--- src/rtl/gshare_predictor_pkg.sv ---
// Shared definitions for the gshare direction predictor: counter encoding,
// default geometry and the saturating counter update.
package bp_pkg;

    localparam logic [1:0] SNT = 2'b00;
    localparam logic [1:0] WNT = 2'b01;
    localparam logic [1:0] WT  = 2'b10;
    localparam logic [1:0] ST  = 2'b11;

    localparam int DEF_INDEX_BITS = 6;
    localparam int DEF_HIST_BITS  = 6;
    localparam int DEF_PC_WIDTH   = 13;

    function automatic logic [1:0] sat_update(input logic [1:0] cnt, input logic taken);
        logic [1:0] next;
        next = cnt;
        if (taken && cnt != ST)
            next = cnt + 2'd1;
        else if (!taken && cnt != SNT)
            next = cnt - 2'd1;
        return next;
    endfunction

endpackage

--- src/rtl/gshare_predictor_if.sv ---
// Fetch-side lookup and resolve-side training signals of the gshare predictor.
interface gshare_predictor_if
    import bp_pkg::*;
#(
    parameter int INDEX_BITS = DEF_INDEX_BITS,
    parameter int HIST_BITS  = DEF_HIST_BITS,
    parameter int PC_WIDTH   = DEF_PC_WIDTH
);
    logic [PC_WIDTH-1:0]   IF_pc;
    logic                  IF_valid;
    logic                  btb_hit;
    logic                  btb_branch;
    logic                  predict_taken;
    logic [INDEX_BITS-1:0] pred_index;
    logic [HIST_BITS-1:0]  pred_ghr;
    logic                  EX_valid;
    logic [INDEX_BITS-1:0] EX_index;
    logic [HIST_BITS-1:0]  EX_ghr;
    logic                  EX_taken;
    logic                  EX_mispredict;

    modport master (
        output IF_pc, IF_valid, btb_hit, btb_branch,
               EX_valid, EX_index, EX_ghr, EX_taken, EX_mispredict,
        input  predict_taken, pred_index, pred_ghr
    );

    modport slave (
        input  IF_pc, IF_valid, btb_hit, btb_branch,
               EX_valid, EX_index, EX_ghr, EX_taken, EX_mispredict,
        output predict_taken, pred_index, pred_ghr
    );
endinterface

--- src/rtl/gshare_predictor_pht.sv ---
// Pattern history table: 2-bit saturating counters with one combinational
// read port and one read-modify-write training port (no read bypass).
module bp_pht
    import bp_pkg::*;
#(
    parameter int INDEX_BITS = DEF_INDEX_BITS
) (
    input  logic                  clk,
    input  logic                  rst,
    input  logic [INDEX_BITS-1:0] rd_index,
    output logic [1:0]            rd_cnt,
    input  logic                  wr_en,
    input  logic [INDEX_BITS-1:0] wr_index,
    input  logic                  wr_taken
);
    localparam int ENTRIES = 1 << INDEX_BITS;

    logic [1:0] cnt_q [ENTRIES];

    always_ff @(posedge clk) begin
        if (rst) begin
            for (int i = 0; i < ENTRIES; i++)
                cnt_q[i] <= WNT;
        end else if (wr_en) begin
            cnt_q[wr_index] <= sat_update(cnt_q[wr_index], wr_taken);
        end
    end

    assign rd_cnt = cnt_q[rd_index];

endmodule

--- src/rtl/gshare_predictor.sv ---
// gshare direction predictor: hashes fetch PC with the speculative global
// history, predicts from the PHT and repairs history on a mispredict.
module gshare_predictor
    import bp_pkg::*;
#(
    parameter int INDEX_BITS = DEF_INDEX_BITS,
    parameter int HIST_BITS  = DEF_HIST_BITS,
    parameter int PC_WIDTH   = DEF_PC_WIDTH
) (
    input logic          clk,
    input logic          rst,
    gshare_predictor_if.slave bus
);
    logic [HIST_BITS-1:0]  ghr;
    logic [HIST_BITS-1:0]  ghr_next;
    logic [INDEX_BITS-1:0] idx;
    logic [1:0]            cnt;
    logic [PC_WIDTH-1:0]   pc;
    logic                  unused_bits;

    assign pc          = bus.IF_pc;
    assign unused_bits = &{1'b0, pc[PC_WIDTH-1:INDEX_BITS], cnt[0]};
    assign idx         = pc[INDEX_BITS-1:0] ^ INDEX_BITS'(ghr);

    bp_pht #(.INDEX_BITS(INDEX_BITS)) pht_i (
        .clk      (clk),
        .rst      (rst),
        .rd_index (idx),
        .rd_cnt   (cnt),
        .wr_en    (bus.EX_valid),
        .wr_index (bus.EX_index),
        .wr_taken (bus.EX_taken)
    );

    assign bus.predict_taken = bus.btb_hit & (~bus.btb_branch | cnt[1]);
    assign bus.pred_index    = idx;
    assign bus.pred_ghr      = ghr;

    // The truncating cast drops the oldest bit, which also covers HIST_BITS = 1.
    always_comb begin
        ghr_next = ghr;
        if (bus.EX_valid && bus.EX_mispredict)
            ghr_next = HIST_BITS'({bus.EX_ghr, bus.EX_taken});
        else if (bus.IF_valid && bus.btb_hit && bus.btb_branch)
            ghr_next = HIST_BITS'({ghr, cnt[1]});
    end

    always_ff @(posedge clk) begin
        if (rst)
            ghr <= '0;
        else
            ghr <= ghr_next;
    end

endmodule

--- src/flat_wrapper.sv ---
// flat-port wrapper written by rule: the top's interface ports become plain ports
module gshare_predictor_flat import bp_pkg::*;
#(
    parameter int INDEX_BITS = DEF_INDEX_BITS,
    parameter int HIST_BITS  = DEF_HIST_BITS,
    parameter int PC_WIDTH   = DEF_PC_WIDTH
)
  (clk, rst, bus_IF_pc, bus_IF_valid, bus_btb_hit, bus_btb_branch, bus_EX_valid, bus_EX_index, bus_EX_ghr, bus_EX_taken, bus_EX_mispredict, bus_predict_taken, bus_pred_index, bus_pred_ghr);
  gshare_predictor_if #(.INDEX_BITS(INDEX_BITS), .HIST_BITS(HIST_BITS), .PC_WIDTH(PC_WIDTH)) bus_i ();
  input logic clk;
  input logic rst;
  input wire logic [$bits(bus_i.IF_pc)-1:0] bus_IF_pc;
  input wire logic [$bits(bus_i.IF_valid)-1:0] bus_IF_valid;
  input wire logic [$bits(bus_i.btb_hit)-1:0] bus_btb_hit;
  input wire logic [$bits(bus_i.btb_branch)-1:0] bus_btb_branch;
  input wire logic [$bits(bus_i.EX_valid)-1:0] bus_EX_valid;
  input wire logic [$bits(bus_i.EX_index)-1:0] bus_EX_index;
  input wire logic [$bits(bus_i.EX_ghr)-1:0] bus_EX_ghr;
  input wire logic [$bits(bus_i.EX_taken)-1:0] bus_EX_taken;
  input wire logic [$bits(bus_i.EX_mispredict)-1:0] bus_EX_mispredict;
  output wire logic [$bits(bus_i.predict_taken)-1:0] bus_predict_taken;
  output wire logic [$bits(bus_i.pred_index)-1:0] bus_pred_index;
  output wire logic [$bits(bus_i.pred_ghr)-1:0] bus_pred_ghr;
  assign bus_i.IF_pc = bus_IF_pc;
  assign bus_i.IF_valid = bus_IF_valid;
  assign bus_i.btb_hit = bus_btb_hit;
  assign bus_i.btb_branch = bus_btb_branch;
  assign bus_i.EX_valid = bus_EX_valid;
  assign bus_i.EX_index = bus_EX_index;
  assign bus_i.EX_ghr = bus_EX_ghr;
  assign bus_i.EX_taken = bus_EX_taken;
  assign bus_i.EX_mispredict = bus_EX_mispredict;
  assign bus_predict_taken = bus_i.predict_taken;
  assign bus_pred_index = bus_i.pred_index;
  assign bus_pred_ghr = bus_i.pred_ghr;
  gshare_predictor #(.INDEX_BITS(INDEX_BITS), .HIST_BITS(HIST_BITS), .PC_WIDTH(PC_WIDTH)) u_core (.clk(clk), .rst(rst), .bus(bus_i));
endmodule
--- config.mk ---
export PLATFORM = sky130hd
export DESIGN_NAME = gshare_predictor_flat
export DESIGN_NICKNAME = d
export VERILOG_FILES = /design/src/rtl/gshare_predictor_pkg.sv /design/src/rtl/gshare_predictor_if.sv /design/src/rtl/gshare_predictor_pht.sv /design/src/rtl/gshare_predictor.sv /design/src/flat_wrapper.sv
export SDC_FILE = /design/constraint.sdc
export NUM_CORES = 1
export LEC_CHECK = 0
export ABC_AREA = 1
export CORE_MARGIN = 2
export CORE_UTILIZATION = 45
export DETAILED_ROUTE_END_ITERATION = 8
export PLACE_DENSITY = 0.63
export SYNTH_ARGS = -nofsm -noshare
export SYNTH_HDL_FRONTEND = slang
export SYNTH_SLANG_ARGS = --single-unit
--- constraint.sdc ---
create_clock -name clk -period 3.2 [get_ports clk]
set_clock_uncertainty 0.05 [all_clocks]
set_input_delay 0.96 -clock clk [delete_from_list [all_inputs] [get_ports clk]]
set_output_delay 0.96 -clock clk [all_outputs]
set_load 0.005 [all_outputs]
## Yosys cells after proc, flatten, opt, wreduce, memory -nomap -nowiden

Memories as Yosys holds them, arrays and structs flattened.
Cells that the tools add are included.
W data, S select, Z words.

- Multiplexer cells: 14
- Bitwise logic cells: 4
- $add $sub $neg: 2
- Equal/unequal tests: 1
- Reductions and logical operators: 9

Operators with widths:

| kind | count |
|---|---|
| $mux W6 | 3 |
| $mux W2 | 5 |
| $mux W1 | 6 |
| $xor A6 B6 Y6 | 1 |
| $logic_and A1 B1 Y1 | 5 |
| $reduce_bool A2 Y1 | 2 |
| $add A2 B1 Y2 const B | 1 |
| $ne A2 B2 Y1 const B | 1 |
| $reduce_or A2 Y1 | 1 |
| $sub A2 B1 Y2 const B | 1 |
| $and A1 B1 Y1 | 1 |
| $logic_not A1 Y1 | 1 |
| $not A1 Y1 | 1 |
| $or A1 B1 Y1 | 1 |

- Flip-flop bits (word level): 6
- Logic and storage cells: 32
- Memories: 1
- Output and inout port bits: 13
- Bits in writable memories: 128
- Input bits: 33

Memory list:

| memory | words | width | rd ports | clocked after memory_dff | wr ports | RTL line | text |
|---|---|---|---|---|---|---|---|
| u_core.pht_i.cnt_q | 64 | 2 | 2 | 0 | 64 | gshare_predictor_pht.sv:18 | `logic [1:0] cnt_q [ENTRIES];` |

## Longest topological paths before layout

An unclocked memory read counts as a cell.

- Depth in word-level cells: 8
- Gate-level depth with buffers: 21
- Mapped depth without buffers: 19

## By module

Synthesis repeated with hierarchy kept, for this count alone.

- Cell total of the unflattened synthesis: 1,183
- Area total of the unflattened synthesis: 9,006.1 sq um

Modules (own cells, without submodules):

| module | cells each | instances | sequential area each (sq um) | area each (sq um) |
|---|---|---|---|---|
| bp_pht | 1,129 | 1 | 3,843.7 | 8,623.3 |
| gshare_predictor | 54 | 1 | 120.1 | 382.9 |

## Worst setup path before layout

No wires, ideal clock.

- Path kind: input to register
- Start: input port bus_EX_index[2]
- End: memory u_core.pht_i.cnt_q[0][0], data pin
- Path buffers: 3
- Setup time: 0.264 ns
- Slack: -0.136 ns
- Arrival time: 3.021 ns
- Cell stages on the path: 18
- Data required time: 2.886 ns
- Path through: buf_4 inv_2 nand3_2 inv_2 a22oi_1 nand3_1 o21ai_1 nand2_1 nor2_1 nand2_1 inv_1 ha_1 nor2_1 nor2_1 nand3b_1 buf_2 buf_6 nand3_1

RTL lines:

| element | RTL line | text |
|---|---|---|
| from (decl) | flat_wrapper.sv:17 | `input wire logic [$bits(bus_i.EX_index)-1:0] bus_EX_index;` |
| to (decl) | gshare_predictor_pht.sv:18 |  |

## Worst setup path after layout

- Start: input port bus_IF_pc[0]
- End: output port bus_predict_taken

- Longest elaborated chain between the ends: 4

RTL lines:

| element | RTL line | text |
|---|---|---|
| from (decl) | flat_wrapper.sv:12 | `input wire logic [$bits(bus_i.IF_pc)-1:0] bus_IF_pc;` |
| $xor A6 B6 Y6 | gshare_predictor.sv:23 | `assign idx = pc[INDEX_BITS-1:0] ^ INDEX_BITS'(ghr);` |
| $mem_v2 Z64 W2 | -- |  |
| $or A1 B1 Y1 | gshare_predictor.sv:35 | `assign bus.predict_taken = bus.btb_hit & (~bus.btb_branch \| cnt[1]);` |
| $and A1 B1 Y1 | gshare_predictor.sv:35 |  |
| to (decl) | flat_wrapper.sv:21 | `output wire logic [$bits(bus_i.predict_taken)-1:0] bus_predict_taken;` |

No other way between the ends.

==> summary.txt <==
Yosys
  – Combinational family with the most area after synthesis: simple AND/OR/NAND/NOR gates
  – Fraction of synthesized cell area taken by the top area cell type: about half
  – Main area contributors after synthesis: sky130_fd_sc_hd__edfxtp_1, sky130_fd_sc_hd__nand2_1, sky130_fd_sc_hd__nand3_1
  – Synthesis Warnings: 0
  – Adder and majority cell fraction of the synthesized area: less than 1%
  – Post-synth design cell area: around 0.008 mm²
  – Portion of netlist area occupied by mux cells: 0%
  – Proportion of synthesized flip-flops having asynchronous set or reset: 0%
  – Syn Area/Cell: 7.84 µm²
  – Register bit total from synthesis: around 130
  – Most instantiated flip-flop cell in the synthesis netlist: sky130_fd_sc_hd__edfxtp_1
  – Gate Count Post-Synth: roughly 1000
  – Netlist cell types: 33
  – Complex-gate fraction of the synthesized area: about 4.8%
  – Post-synthesis net count: roughly 1000
  – Proportion of synthesized chip area in sequential cells: ~50%
  – Leading area contributor after synthesis: sky130_fd_sc_hd__edfxtp_1
  – EDFF count, synth: ~130
  – Simple-Gate Fraction of Synth Area: a little under a third
  – Xor-xnor portion of the synthesized cell area: less than 1%

Final layout
  – Number of nets in the finished design: about 1200
  – Top library cells by usage in the layout, fill and taps aside: sky130_fd_sc_hd__nand2_1, sky130_fd_sc_hd__inv_1, sky130_fd_sc_hd__nor2_1
  – Most common cell after layout, fill and taps aside: sky130_fd_sc_hd__nand2_1
  – Area growth syn-to-layout: 40.2%
  – Ant. Diodes: 0
  – Layout cells sized above 1: approximately 26%

Critical path
  – Crit path capture type: output pin
  – Most prevalent standard cell on the critical path: sky130_fd_sc_hd__nand3_2
  – Worst-path fanout max: 7
  – Startpoint-to-endpoint class of the critical path: in2out
  – Critical Path RT: around 2200 ps
  – CP max-delay cell: sky130_fd_sc_hd__clkbuf_16
  – Crit path cell chain: buf_8, nand2_1, nand2_4, clkbuf_16, nand2_1, nand3_1, nand3_2, nand3_4, nand3_2, nand3_2, nand3_2, nand2_1, inv_1, buf_2
  – Longest individual stage delay on the worst path: about 190 ps
  – Arrival time reported for the critical path endpoint: 2360 ps
  – Startpoint type of the worst setup path: input port

STA
  – Upper clock frequency limit: ~0.30 GHz
  – Final-layout worst hold slack: approximately 470 ps
  – Max-slew violations: 0
  – Setup TNS: -1440 ps
  – Slew headroom: ~45%
  – Final hold violations: 0
  – Final setup vio count: 56
  – Tcrit/Tclk final: 105%
  – Pin slew with the least headroom to its limit: approximately 820 ps
  – Final critical delay including setup and external delays: 3370 ps
  – Setup repair after global routing missed its margin: true
  – Post-layout worst setup margin: -173 ps

Die
  – Die height: around 140 µm
  – Total core area: 0.0172 mm²
  – Die X-Extent: around 140 µm
  – Total die area: roughly 0.019 mm²
  – Ports: 46
  – Cell Rows: 48
  – Initial Util: between 40% and 50%

Power and ir drop
  – Power Dens Cells: approximately 500 mW/mm²
  – Worst VDD drop: around 0.38 mV
  – Leak Pwr: roughly 0.0044 µW
  – Total Power: about 5500 µW

Clocking
  – Buffer type at the clock tree root: sky130_fd_sc_hd__clkbuf_16
  – Clock sink count: ~130
  – CTS hold repair buffers: 0
  – # H-tree levels: 4
  – CTS tree: done
  – Source-to-sink clock delay at the later pin of the worst-skew pair: between 400 and 500 ps
  – Register clock-pin slew on the reported worst setup and hold paths: approximately 60 ps
  – Buffers from clock root to sink, at most: 2
  – Clock buffers created by TritonCTS: 17

Global routing
  – Global-route wire length before repair: 41900 µm
  – Largest net degree at the start of global routing: 65
  – Vias in the first global route: roughly 7300
  – GRT Overall Usage: 31.1%
  – Number of antenna violations at the first check in global routing: 0
  – Total grt overflow: 0

Detailed routing
  – Final routed wire length divided by cell count: between 20 and 25 µm
  – Total routed wirelength: between 30000 and 40000 µm
  – Via total after detailed routing: 8094
  – Total iterations of the first detailed-routing run: 9
  – Via density: about 5.8
  – Post-detailed-route DRC marker count: 5
  – Detail Route Antenna Nets: 0
  – Iter 0 DRT Violations: between 1000 and 1500

Placement
  – Count of port buffers added during placement: 37
  – GP Congestion: between 0.9 and 1
  – Total half-perimeter wirelength after legalization and detailed placement: about 18000 µm

Run status
  – Status: finished, violations left
  – Failing checks: design-rule violations, negative setup slack

Job
  – Count of max-cap constraint violations: 0

Min path
  – Hold WC Path Type: reg2reg
what timing repair did:
action	CTS	global route
setup buffers	28	7
endpoints found under the hold margin	0	0
gates resized for setup	149	96
endpoints found under the setup margin	135	131
cloned	9	11
pin swaps	37	45
layout make-up:
type                    instances  area [µm²]
flip-flops and latches        134        3960
repair buffers                177        1960
multi-input cells             653        3520
inverters                     175         711
clock buffers                  18         429
fillers                      1362        6190
clock inverters                13         183
well taps                     225         282
worst paths after layout:
| path | startpoint | endpoint | slack [ps] | cells after the start |
|---|---|---|---|---|
| worst min-delay path | u_core.bus.pred_ghr[5] | u_core.bus.pred_ghr[5] | 470 | 2 |
| worst max register to register | u_core.pht_i.cnt_q[23][1] | u_core.pht_i.cnt_q[51][0] | 470 | 17 |
| worst min register to register | u_core.bus.pred_ghr[5] | u_core.bus.pred_ghr[5] | 470 | 2 |
| worst max-delay path | bus_IF_pc[0] | bus_predict_taken | -170 | 14 |
worst max-delay path, delay by kind of cell:
kind                   cells  cell delay (ps)
and+or+nand+nor           10              970
buffers and inverters      4              420
per-layer routing:
| metal | global-route usage (%) | vias up | wire length (µm) |
|---|---|---|---|
| met4 | 16.4 | 0 | 1820 |
| li1 | - | 3570 | - |
| met5 | 0 | - | 0 |
| met1 | 39.8 | 3747 | 10800 |
| met3 | 6.41 | 156 | 3900 |
| met2 | 49.7 | 621 | 13800 |
report_power, final:
| group | switching, µW | internal, µW |
|---|---|---|
| Clock | 767 | 1290 |
| Combinational | 813 | 614 |
| Sequential | 29.0 | 1960 |
flip-flops by register name, indices dropped and copies added, names as in the netlist:
register and flops:
u_core.bus.pred_ghr 6, u_core.pht_i.cnt_q 128
cells in the mapped netlist (all sizes together) (2+ instances only):
master / instances
clkbuf: 10
ha: 2
inv: 174
nand4: 8
a21oi: 8
o21ai: 26
a22oi: 10
nor2: 143
edfxtp: 128
nand3: 148
nand2: 262
nor3: 16
o22ai: 14
buf: 34
xnor2: 5
nand3b: 2
a31oi: 4
dfxtp: 6
per-stage QoR:
stage	util [%]	instance area (µm²)	cells	setup slack [ps]
after floorplan	-	7890	1005	3.36
after global placement	52.6	9070	1315	-957
after detailed placement	52.6	9070	1315	-1030
after CTS	60.7	10500	1381	-128
after global routing	64.1	11000	1395	-265
final	64.1	11000	1395	-173
cell families (layout without fill, tap and decap cells):
group                    after synthesis  after routing
AO/OA/AOI/OAI                         64             64
XOR/XNOR                               6              6
flip-flops                           134            134
adder cells (fa/ha/maj)                2              2
buffers and inverters                219            383
AND/OR/NAND/NOR                      580            581
No activity file was read; power rests on OpenSTA's default activity.
